**src/rtl/pc_gen.sv**
```systemverilog
// rtl/pc_gen.sv - program counter generator with BOOT/RUN/TRAP sequencing and MEPC save/restore.
// Optional macro PC_MISALIGN_TRAP_EN turns misaligned RUN redirects into traps.
module pc_gen #(
  parameter int unsigned     XLEN      = 32,
  parameter logic [XLEN-1:0] RESET_VEC = '0,
  parameter logic [XLEN-1:0] TRAP_VEC  = XLEN'('h100)
) (
  input  logic            CLK,
  input  logic            Reset,
  input  logic            Stall,
  input  logic            Trap,
  input  logic [1:0]      PCSrc,
  input  logic [XLEN-1:0] PCTarget,
  input  logic [XLEN-1:0] ALUResult,
  output logic [XLEN-1:0] PC,
  output logic [XLEN-1:0] PCPlus4,
  output logic [XLEN-1:0] MEPC,
  output logic            Valid,
  output logic            InTrap,
  output logic            Misalign
);

  typedef enum logic [1:0] {S_BOOT, S_RUN, S_TRAP} state_t;

  state_t          state_q, state_d;
  logic [XLEN-1:0] pc_q, pc_d;
  logic [XLEN-1:0] mepc_q, mepc_d;
  logic [XLEN-1:0] next_tgt;
  logic            is_redirect;

  // JALR drops bit 0 of the ALU result, so that bit never reaches the PC.
  logic unused_alu_bit;
  assign unused_alu_bit = ALUResult[0];

  assign PCPlus4 = pc_q + XLEN'(4);

  always_comb begin
    next_tgt    = PCPlus4;
    is_redirect = 1'b0;
    case (PCSrc)
      2'b01: begin
        next_tgt    = PCTarget;
        is_redirect = 1'b1;
      end
      2'b10: begin
        next_tgt    = {ALUResult[XLEN-1:1], 1'b0};
        is_redirect = 1'b1;
      end
      default: next_tgt = PCPlus4;
    endcase
  end

`ifdef PC_MISALIGN_TRAP_EN
  logic mis_q, mis_d;
`endif

  always_comb begin
    state_d = state_q;
    pc_d    = pc_q;
    mepc_d  = mepc_q;
`ifdef PC_MISALIGN_TRAP_EN
    mis_d   = 1'b0;
`endif
    case (state_q)
      S_BOOT: state_d = S_RUN;
      S_RUN: begin
        if (Trap) begin
          mepc_d  = pc_q;
          pc_d    = TRAP_VEC;
          state_d = S_TRAP;
        end else if (!Stall) begin
`ifdef PC_MISALIGN_TRAP_EN
          if (is_redirect && (next_tgt[1:0] != 2'b00)) begin
            mepc_d  = pc_q;
            pc_d    = TRAP_VEC;
            state_d = S_TRAP;
            mis_d   = 1'b1;
          end else begin
            pc_d = next_tgt;
          end
`else
          pc_d = next_tgt;
`endif
        end
      end
      S_TRAP: begin
        // Trap is deliberately ignored here: handlers do not nest.
        if (!Stall) begin
          if (PCSrc == 2'b11) begin
            pc_d    = mepc_q;
            state_d = S_RUN;
          end else begin
`ifdef PC_MISALIGN_TRAP_EN
            pc_d = is_redirect ? {next_tgt[XLEN-1:2], 2'b00} : next_tgt;
`else
            pc_d = next_tgt;
`endif
          end
        end
      end
      default: state_d = S_BOOT;
    endcase
  end

  always_ff @(posedge CLK) begin
    if (Reset) begin
      state_q <= S_BOOT;
      pc_q    <= RESET_VEC;
      mepc_q  <= '0;
`ifdef PC_MISALIGN_TRAP_EN
      mis_q   <= 1'b0;
`endif
    end else begin
      state_q <= state_d;
      pc_q    <= pc_d;
      mepc_q  <= mepc_d;
`ifdef PC_MISALIGN_TRAP_EN
      mis_q   <= mis_d;
`endif
    end
  end

  assign PC     = pc_q;
  assign MEPC   = mepc_q;
  assign Valid  = (state_q != S_BOOT);
  assign InTrap = (state_q == S_TRAP);
`ifdef PC_MISALIGN_TRAP_EN
  assign Misalign = mis_q;
`else
  assign Misalign = 1'b0;
`endif

endmodule

```
**config.mk**
```make
export PLATFORM = sky130hd
export DESIGN_NAME = pc_gen
export DESIGN_NICKNAME = d
export VERILOG_FILES = /design/src/rtl/pc_gen.sv
export SDC_FILE = /design/constraint.sdc
export NUM_CORES = 1
export LEC_CHECK = 0
export CAP_MARGIN = 15
export CORE_MARGIN = 1
export CORE_UTILIZATION = 30
export CTS_BUF_LIST = sky130_fd_sc_hd__clkbuf_8
export CTS_CLUSTER_SIZE = 28
export DETAILED_ROUTE_END_ITERATION = 8
export PLACE_DENSITY = 0.56
export SYNTH_ARGS = -nofsm -noshare
export SYNTH_HDL_FRONTEND = slang
export SYNTH_SLANG_ARGS = --single-unit
```
**constraint.sdc**
```tcl
create_clock -name CLK -period 3.5 [get_ports CLK]
set_input_delay 0.7 -clock CLK [delete_from_list [all_inputs] [get_ports CLK]]
set_output_delay 0.7 -clock CLK [all_outputs]
set_load 0.005 [all_outputs]
```
---- Word level (Yosys, flattened, before mapping) ----
Cells that the tools add are included.
storage, ports and cells
  register bits ........................... 66
  logic and storage cells ................. 29
  bits of input ports ..................... 70
cells by class
  eq/ne operators ......................... 9
  reduce and logical (&&, ||, !) cells .... 6
  multiplexer cells ....................... 10
  add/sub/neg operators ................... 1
operator list
  kind                                                                      count
  32-bit 2-to-1 mux                                                         4
  32-bit one-hot mux with 2 select lines                                    2
  32-bit by 3-bit adder with 32-bit output (second input constant)          1
  2-bit == test (second input constant)                                     3
  2-bit 2-to-1 mux                                                          3
  2-bit one-hot mux with 3 select lines                                     1
  3-bit AND reduction                                                       2
  2-bit by 1-bit == test with 1-bit output (second input constant)          2
  2-bit inequality test (second input constant)                             2
  2-bit nonzero test                                                        2
  3-bit inequality test (second input constant)                             1
  2-bit logical NOT                                                         1
  2-bit by 1-bit inequality test with 1-bit output (second input constant)  1
  2-bit AND reduction                                                       1

---- Depth between registers and ports, before layout ----
Gate-level depths: netlist of run 1.
  word-level depth ........................ 5
  gate-level depth with buffers ........... 8
  mapped depth without buffers ............ 7

---- Worst setup path after synthesis of run 1 ----
OpenSTA, ideal clock, no wires.
  kind .................................... register -> output
  start point ............................. register pc_q[2], in the netlist PC[2]
  end point ............................... output PCPlus4[22]
  slack ................................... 0.765 ns
  arrival time ............................ 2.035 ns
  cell stages (with the launch flop) ...... 7
  path buffers ............................ 1
  path through ............................ dfxtp_1 > ha_1 > and3_2 > clkbuf_1 > nand4_1 > nor4_1 > xor2_1
between the ends
  word-level cells in the longest chain between the ends .. 1
RTL lines
  what                                      line  RTL
  from (decl)                               26    logic [XLEN-1:0] pc_q, pc_d;
  from (signal assigned)                    115   pc_q <= pc_d;
  32-bit by 3-bit adder with 32-bit output  35    assign PCPlus4 = pc_q + XLEN'(4);
  to (decl)                                 16    output logic [XLEN-1:0] PCPlus4,
No other way between the ends.

---- Worst setup path in the final report of run 1 ----
  start point ............................. register pc_q[3], in the netlist PC[3]
  end point ............................... output PCPlus4[30]
The elaborated chain is that of the path after synthesis.

==> results.cfg, run 1 <==
[worst_hold_path]
hold_path.class = reg -> reg

[setup_path]
crit_fanout = 6
crit_path_end_kind = output port
r2r_slack_ns = 1.12
criticalPathCategory = reg -> out
worstPathRequired_ns = 2.80
start_kind = flop
cp.arrival_ns = 2.71

[clocking]
numCtsBuffers = 9
clk_pin_slew_ns = 0.08
cts_buffer_depth = 2
cts_tree = built
clk_latency_ns = 0.35
root_buffer = clkbuf_8
htree_levels = 3
numClockSinks = 66

[finish]
area_growth_pct = 50.7
final_cell_mix = 165 x clkdlybuf4s50_1, 104 x nand2_1, 63 x a21oi_1, 58 x dfxtp_1, 46 x o21ai_0
diodes = 0
layout_commonest_cell = clkdlybuf4s50_1
fillers = 1381
final_nets = 792
instances_no_fill = 899
drive_above_1_share = 0.122

[floorplan]
die-area_um2 = 14500
start_util = 0.312
die-height_um = 120
die_w_um = 120
core_um2 = 13500
placementRows = 42
io_pins = 169

[detailed_routing]
wl_per_cell_um = 18.9
ant_nets = 0
drc_errors = 0
drt_iter0_drc = 397
wl_um = 17000
firstDrtPassIters = 6
viasPerCell = 5.49
vias = 4939

[yosys]
async_reset_ff_frac = 0
synth_area_per_cell_um2 = 7.57
synth_edf_count = 0
ys_warn_count = 0
ys_ff_latch = 66
yosys_most_used_dff = dfxtp_1
postSynthCellCount = 554
ys_types = 66
syn_nets = 628
synth-seq-area-share = 0.315
synth_area_um2 = 4200

[global_routing]
grt_use_total = 0.237
busiest_layer = met2
grt_pass1_vias = 4840
met1_usage = 0.298
antenna_found_initial = 0
grt_overflow_total = 0
gr-usage-met3 = 0.0651
grt_pass1_wl_um = 26400
grt_start_max_net_pins = 31
grt.met2_usage = 0.384

[timing]
fmax_mhz = 293
slew_violations = 0
setup_tns_ns = 0
worst_pin_slew_ns = 0.605
relSlewSlack = 0.596
fin_crit_sh = 0.974
whs_ns = 0.477
skew_ns = 0.0113
setup_viol = 0
rsz0062_at_grt = no
hold_viol = 0
fin_crit_ns = 3.41

[power_and_ir_drop]
pwr_density_cell_nw_per_um2 = 334
p_leak_uw = 0.00219
irDropWorstVdd_mv = 0.178
fin_total_pwr_uw = 2110

[place]
io_buffers = 166
hpwl_um = 12300
gp_congestion = 0.861
dp.cells = 882

[status]
outcome = completed

[job]
drv_cap = 0
==> state kept, by name, summed over array words and instances (netlist names) <==
signal,cells
MEPC,32
PC,32
state_q,2
==> timing repair <==
item,in CTS,in global routing
setup buffers,1,0
pin swaps,1,1
setup endpoints to repair,7,6
hold buffers,0,0
gates resized for setup,4,8
==> power breakdown <==
group          leakage [uW]  switching, uW  total [uW]  internal (uW)
clock              0.000116            310         726            416
sequential         0.000540           47.6         834            786
combinational       0.00153            267         554            288
==> worst max-delay path: stages, from the launching register on <==
cell and delay [ns]:
dfxtp_2 0.43, ha_4 0.19, and3_2 0.26, nand4_1 0.21
buf_4 0.23, o31a_1 0.30, or2_2 0.30, clkdlybuf4s50_1 0.45
==> layout make-up <==
class,instances,area (um2),area share
timing repair buffer,206,1960,0.309
multi-input combinational,421,2540,0.402
tap,176,220,0.0348
clock buffer,10,138,0.0218
sequential,66,1330,0.211
clock inverter,6,80.1,0.0127
inverter,14,52.6,0.00831
==> cell families (layout without fill, tap and decap cells) <==
group,count (synthesis),after routing,share of synthesized area
xor gates and xnor gates,24,24,0.0501
adders and majority gates,4,4,0.0119
and+or+nand+nor,197,197,0.232
AOI/OAI and AO/OA,191,191,0.293
other,1,1,0.000894
DFF,66,66,0.315
buffers and inverters,67,236,0.0877
muxes,4,4,0.00954
==> per-layer routing <==
metal | part of all wire | up-vias | wire length (um)
li1 | - | 2344 | -
met2 | 0.46 | 229 | 7850
met4 | 0.024 | 0 | 401
met5 | 0 | - | 0
met3 | 0.089 | 28 | 1510
met1 | 0.43 | 2338 | 7230
==> metrics by stage <==
stage / area (um2) / utilization / setup WS [ns]
after floorplan: 4200 / - / 0.765
after global placement: 6070 / 0.451 / 0.223
after detailed placement: 6070 / 0.451 / 0.148
after CTS: 6300 / 0.468 / 0.0264
after global routing: 6320 / 0.470 / 0.00743
final: 6320 / 0.470 / 0.0898
==> final timing paths <==
check,startpoint,endpoint,depth (start not counted)
max,PC[3],PCPlus4[30],7
min,MEPC[3],MEPC[3],2
max reg2reg,PC[3],PC[27],6
min reg2reg,MEPC[3],MEPC[3],2
==> cell usage after synthesis, types with 3 or more instances <==
cell type | instances | share of area
a211oi_1 | 5 | 0.0089
a21oi_1 | 63 | 0.075
a221o_1 | 3 | 0.0072
a221oi_1 | 13 | 0.027
a22o_1 | 9 | 0.019
a22oi_1 | 17 | 0.030
a2bb2oi_1 | 3 | 0.0063
a31oi_1 | 5 | 0.0075
and3_1 | 3 | 0.0045
and4_1 | 4 | 0.0083
buf_2 | 5 | 0.0060
buf_4 | 5 | 0.0089
buf_6 | 3 | 0.0080
clkbuf_1 | 31 | 0.028
clkbuf_8 | 6 | 0.020
dfxtp_1 | 66 | 0.31
ha_1 | 4 | 0.012
inv_1 | 14 | 0.013
mux2i_1 | 4 | 0.0095
nand2_1 | 104 | 0.093
nand2b_1 | 3 | 0.0045
nand3_1 | 12 | 0.014
nand4_1 | 9 | 0.013
nor2_1 | 16 | 0.014
nor3_1 | 10 | 0.012
nor4_1 | 12 | 0.018
o211ai_1 | 6 | 0.011
o21ai_0 | 46 | 0.055
or2_2 | 5 | 0.0075
or4_1 | 3 | 0.0054
xnor2_1 | 14 | 0.029
xor2_1 | 10 | 0.021
No activity file was read; power rests on OpenSTA's default activity.
==> run 2, diff against run 1 <==
--- a/config.mk
+++ b/config.mk
@@ -5,7 +5,6 @@
 export SDC_FILE = /design/constraint.sdc
 export NUM_CORES = 1
 export LEC_CHECK = 0
-export CAP_MARGIN = 15
 export CORE_MARGIN = 1
 export CORE_UTILIZATION = 30
 export CTS_BUF_LIST = sky130_fd_sc_hd__clkbuf_8
==> results of run 2 <==
Same layout as run 1: the final DEF is identical, and so are final timing and power.
